===== src/rtl/parity_stream_unit.sv =====
// Streaming parity generator/checker: one register stage with valid/ready,
// per-beat and per-packet parity, and a saturating mismatch counter.
module parity_stream_unit #(
  parameter int DATA_W = 16,
  parameter int ODD    = 0,
  parameter int CNT_W  = 8
) (
  input  logic              clk,
  input  logic              rst,
  input  logic              mode,
  input  logic              err_clr,
  input  logic              in_valid,
  output logic              in_ready,
  input  logic [DATA_W-1:0] in_data,
  input  logic              in_par,
  input  logic              in_last,
  output logic              out_valid,
  input  logic              out_ready,
  output logic [DATA_W-1:0] out_data,
  output logic              out_par,
  output logic              out_err,
  output logic              out_last,
  output logic              out_pkt_par,
  output logic [CNT_W-1:0]  err_count
);

  localparam logic ODD_B = (ODD != 0);

  function automatic logic [CNT_W-1:0] sat_inc(input logic [CNT_W-1:0] v);
    return (&v) ? v : v + CNT_W'(1);
  endfunction

  logic              accept;
  logic              beat_raw_p0;
  logic              par_p0;
  logic              mism_p0;
  logic [CNT_W-1:0]  err_cnt_next;

  logic              vld_p1;
  logic [DATA_W-1:0] data_p1;
  logic              par_p1;
  logic              err_p1;
  logic              last_p1;
  logic              pkt_par_p1;
  logic              acc_p1;
  logic [CNT_W-1:0]  err_cnt_p1;

  // Stage p0: combinational parity of the incoming beat
  assign in_ready    = !vld_p1 || out_ready;
  assign accept      = in_valid && in_ready;
  assign beat_raw_p0 = ^in_data;
  assign par_p0      = beat_raw_p0 ^ ODD_B;
  assign mism_p0     = mode && (par_p0 != in_par);

  // Clear takes effect first so a same-cycle error still counts as one
  always_comb begin
    err_cnt_next = err_clr ? '0 : err_cnt_p1;
    if (accept && mism_p0) begin
      err_cnt_next = sat_inc(err_cnt_next);
    end
  end

  // Stage p1: registered output beat
  always_ff @(posedge clk or posedge rst) begin
    if (rst) begin
      vld_p1     <= 1'b0;
      data_p1    <= '0;
      par_p1     <= 1'b0;
      err_p1     <= 1'b0;
      last_p1    <= 1'b0;
      pkt_par_p1 <= 1'b0;
      acc_p1     <= 1'b0;
      err_cnt_p1 <= '0;
    end else begin
      if (accept) begin
        vld_p1  <= 1'b1;
        data_p1 <= in_data;
        par_p1  <= par_p0;
        err_p1  <= mism_p0;
        last_p1 <= in_last;
        if (in_last) begin
          pkt_par_p1 <= acc_p1 ^ par_p0;
          acc_p1     <= 1'b0;
        end else begin
          pkt_par_p1 <= 1'b0;
          acc_p1     <= acc_p1 ^ beat_raw_p0;
        end
      end else if (out_ready) begin
        vld_p1 <= 1'b0;
      end
      err_cnt_p1 <= err_cnt_next;
    end
  end

  assign out_valid   = vld_p1;
  assign out_data    = data_p1;
  assign out_par     = par_p1;
  assign out_err     = err_p1;
  assign out_last    = last_p1;
  // Packet parity is only exposed on a valid last beat
  assign out_pkt_par = pkt_par_p1 & vld_p1 & last_p1;
  assign err_count   = err_cnt_p1;

endmodule


===== config.mk =====
export PLATFORM = sky130hd
export DESIGN_NAME = parity_stream_unit
export DESIGN_NICKNAME = d
export VERILOG_FILES = /design/src/rtl/parity_stream_unit.sv
export SDC_FILE = /design/constraint.sdc
export NUM_CORES = 1
export LEC_CHECK = 0
export ABC_AREA = 1
export CAP_MARGIN = 20
export CELL_PAD_IN_SITES_DETAIL_PLACEMENT = 1
export CELL_PAD_IN_SITES_GLOBAL_PLACEMENT = 1
export CORE_UTILIZATION = 33
export DETAILED_ROUTE_END_ITERATION = 6
export GPL_TIMING_DRIVEN = 1
export PLACE_DENSITY = 0.84
export SYNTH_ARGS = -nofsm -noshare
export SYNTH_HDL_FRONTEND = slang
export SYNTH_SLANG_ARGS = --single-unit

===== constraint.sdc =====
create_clock -name clk -period 1.8 [get_ports clk]
set_input_delay 0.54 -clock clk [delete_from_list [all_inputs] [get_ports clk]]
set_output_delay 0.54 -clock clk [all_outputs]
set_load 0.005 [all_outputs]

==> reports/metrics.yaml <==
run_status:
  status: "finished with violations"
  failed_checks: "negative setup slack"
pwr:
  p_leak_nw: 1.59
  ir_worst_vdd_mv: 0.325
  fin_total_pwr_mw: 1.96
  p_per_area_nw_per_um2: 663
route:
  drt-pass1-iter-count: 4
  drtIter0Drc: 111
  drc: 0
  postRouteAntennaNets: 0
  wirelength_mm: 6.62
  wl_per_cell_um: 15.1
  vias: 2154
  via_per_inst: 4.93
worst_setup_path:
  cp.arrival_ns: 1.99
  required_ns: 1.98
  worstSetupPathType: "reg2reg"
  critPathMaxFanout: 3
  endpoint_kind: "flip-flop"
  crit_path_start_kind: "flip-flop"
clock_network:
  path_clk_slew_ns: 0.08
  cts_tree: "done"
  clkSinkCount: 30
  cts_buffer_depth: 2
  root_buffer: "clkbuf_8"
  h-tree-depth: 2
  numCtsBuffers: 5
  cts_hold_buf: 0
  clk-insertion-delay-late_ns: 0.29
synth:
  ys_ff_latch: 30
  syn-mean-instance-area_um2: 6.73
  synth.most_common_cell: "nand2_1"
  synth_edf_count: 0
  ys_warn_count: 0
  synth_area_um2: 1850
  async_flop_share_pct: 100
  netlist_top_cells_area: "dfrtp_1 (41%), nand2_1 (28%), inv_1 (6.1%)"
  yosysTopAreaCell: "dfrtp_1"
  synth_common_cells: "nand2_1 (136), dfrtp_1 (30), inv_1 (30)"
  synth_flop_cell: "dfrtp_1"
  synth_nets: 300
  netlist_instances: 275
  synth.top_cell.area_share_pct: 40.5
  yosys.cell_types.count: 23
  ys_seq_area_share_pct: 40.5
finish:
  drive_above_1_share_pct: 33.5
  synthToLayoutAreaGrowth_pct: 59.9
  antenna_cells: 0
  post-route-util_pct: 56.2
  nets: 392
  fin_area_um2: 2960
place:
  place_ws_ns: -0.583
  port_buffers: 53
  placed_area_um2: 2660
  gp_congestion: 0.808
  dp_hpwl_mm: 4.18
timing:
  setup_viol: 1
  holdWs_ns: 0.484
  setup_ws_ns: -0.00584
  timing.fmax_mhz: 554
  finClkSkew_ns: 0.0161
  final-hold-violation-count: 0
  relSlewSlack_pct: 80.3
  period_needed_ns: 1.81
  period_share_pct: 100
  worstMarginPinSlew_ns: 0.294
  drv_slew: 0
floorplan:
  core_region_area_um2: 5270
  die_w_um: 76.9
  dieArea_um2: 5920
  die_h_um: 76.9
  rows: 26
  ios: 54
  start_util_pct: 35.1
global_route:
  grt_max_degree: 31
  antenna_found_initial: 0
  grt_pass1_wl_mm: 10.3
  overflow: 0
  groute.usage.overall_pct: 22.5
  grt_pass1_vias: 2206
min_path:
  hp-class: "reg2reg"
job:
  max-cap-violations: 0
-- per-stage QoR --
| stage | TNS, ns | std cells |
|---|---|---|
| 2_1_floorplan | 0 | 275 |
| 3_3_place_gp | -5.26 | 419 |
| 3_5_place_dp | -7.37 | 419 |
| 4_1_cts | 0 | 433 |
| 5_1_grt | -0.337 | 437 |
| 6_report | -0.00584 | 437 |
-- final timing paths --
path,from,endpoint,slack [ns],cells after the start
max in group asynchronous,rst,acc_p1,1.04,3
hold reg to reg,out_data[13],out_data[13],0.48,2
min in group asynchronous,rst,err_count[5],0.58,3
setup reg to reg,err_count[0],err_count[6],-0.006,11
hold / removal,out_data[13],out_data[13],0.48,2
setup / recovery,err_count[0],err_count[6],-0.006,11
-- registers in the layout (all words and copies together) (netlist names) --
signal / flops
out_data: 16
acc_p1: 1
pkt_par_p1: 1
out_par: 1
out_valid: 1
err_count: 8
out_last: 1
out_err: 1
-- power breakdown --
| group | total, mW | internal (mW) | leakage, nW | switching (mW) |
|---|---|---|---|---|
| Combinational | 0.631 | 0.302 | 1.16 | 0.329 |
| Clock | 0.531 | 0.259 | 0.0438 | 0.271 |
| Sequential | 0.801 | 0.751 | 0.380 | 0.0500 |
| Total | 1.96 | 1.31 | 1.59 | 0.651 |
-- kinds of logic after synthesis --
kind of cell	Yosys count	synth area share (%)
simple gates	173	40.8
buf+inv	43	9.05
flops	30	40.5
compound gates	22	6.08
xor+xnor	6	2.84
fa+ha+maj	1	0.676
-- cell usage in the layout (no fill, tap or decap) --
cell	netlist	routed
nand2_4	1	4
xor2_1	4	3
nand2_1	136	112
nand4_4	2	3
nor2_1	9	4
nor2_4	0	3
dfrtp_2	0	1
clkdlybuf4s15_1	0	4
nand3_1	7	3
buf_4	1	34
xor2_2	0	1
o31ai_2	0	1
nand3_2	0	3
inv_2	7	16
nand2_8	0	2
xnor2_1	2	2
nor3_4	1	1
clkdlybuf4s50_1	0	34
nand2_2	4	23
buf_12	0	1
dlygate4sd2_1	0	3
clkbuf_8	0	5
nand4_1	8	8
nand3_4	0	1
ha_4	0	1
buf_2	2	2
o21ai_0	18	18
clkinv_2	0	2
buf_6	0	1
clkbuf_2	0	10
nor2_2	4	6
inv_1	30	21
or2_2	1	1
dfrtp_1	30	29
o21ai_1	3	3
nand4_2	0	1
-- layer usage --
layer	vias to the layer above	routed length (um)	track usage (%)
li1	1035	-	-
met1	1038	2630	24.7
met2	65	3610	42.2
met3	16	229	4.76
met4	0	147	8.08
met5	-	0	0
-- layout make-up --
| class | instances | area [um2] |
|---|---|---|
| fillers | 663 | 2310 |
| multi-input cells | 204 | 1150 |
| repair buffers | 89 | 753 |
| flip-flops and latches | 30 | 752 |
| inverters | 37 | 139 |
| well taps | 70 | 87.6 |
| clock buffers | 5 | 68.8 |
| clock inverters | 2 | 10.0 |
-- critical path: stages, from the launching register on --
cell	delay, ns
dfrtp_1	0.43
inv_2	0.07
nor2_4	0.12
ha_4	0.15
inv_2	0.05
nor3_4	0.23
buf_6	0.15
nand2_1	0.06
xor2_1	0.17
nand2_1	0.09
nand4_1	0.10
nand2_1	0.07
-- repair_timing --
action,in CTS,in global routing
gates resized for setup,37,73
setup endpoints to repair,14,12
setup buffers,5,4
gates cloned,2,0
pin swaps,10,32
(Power assumes the default switching activity.)
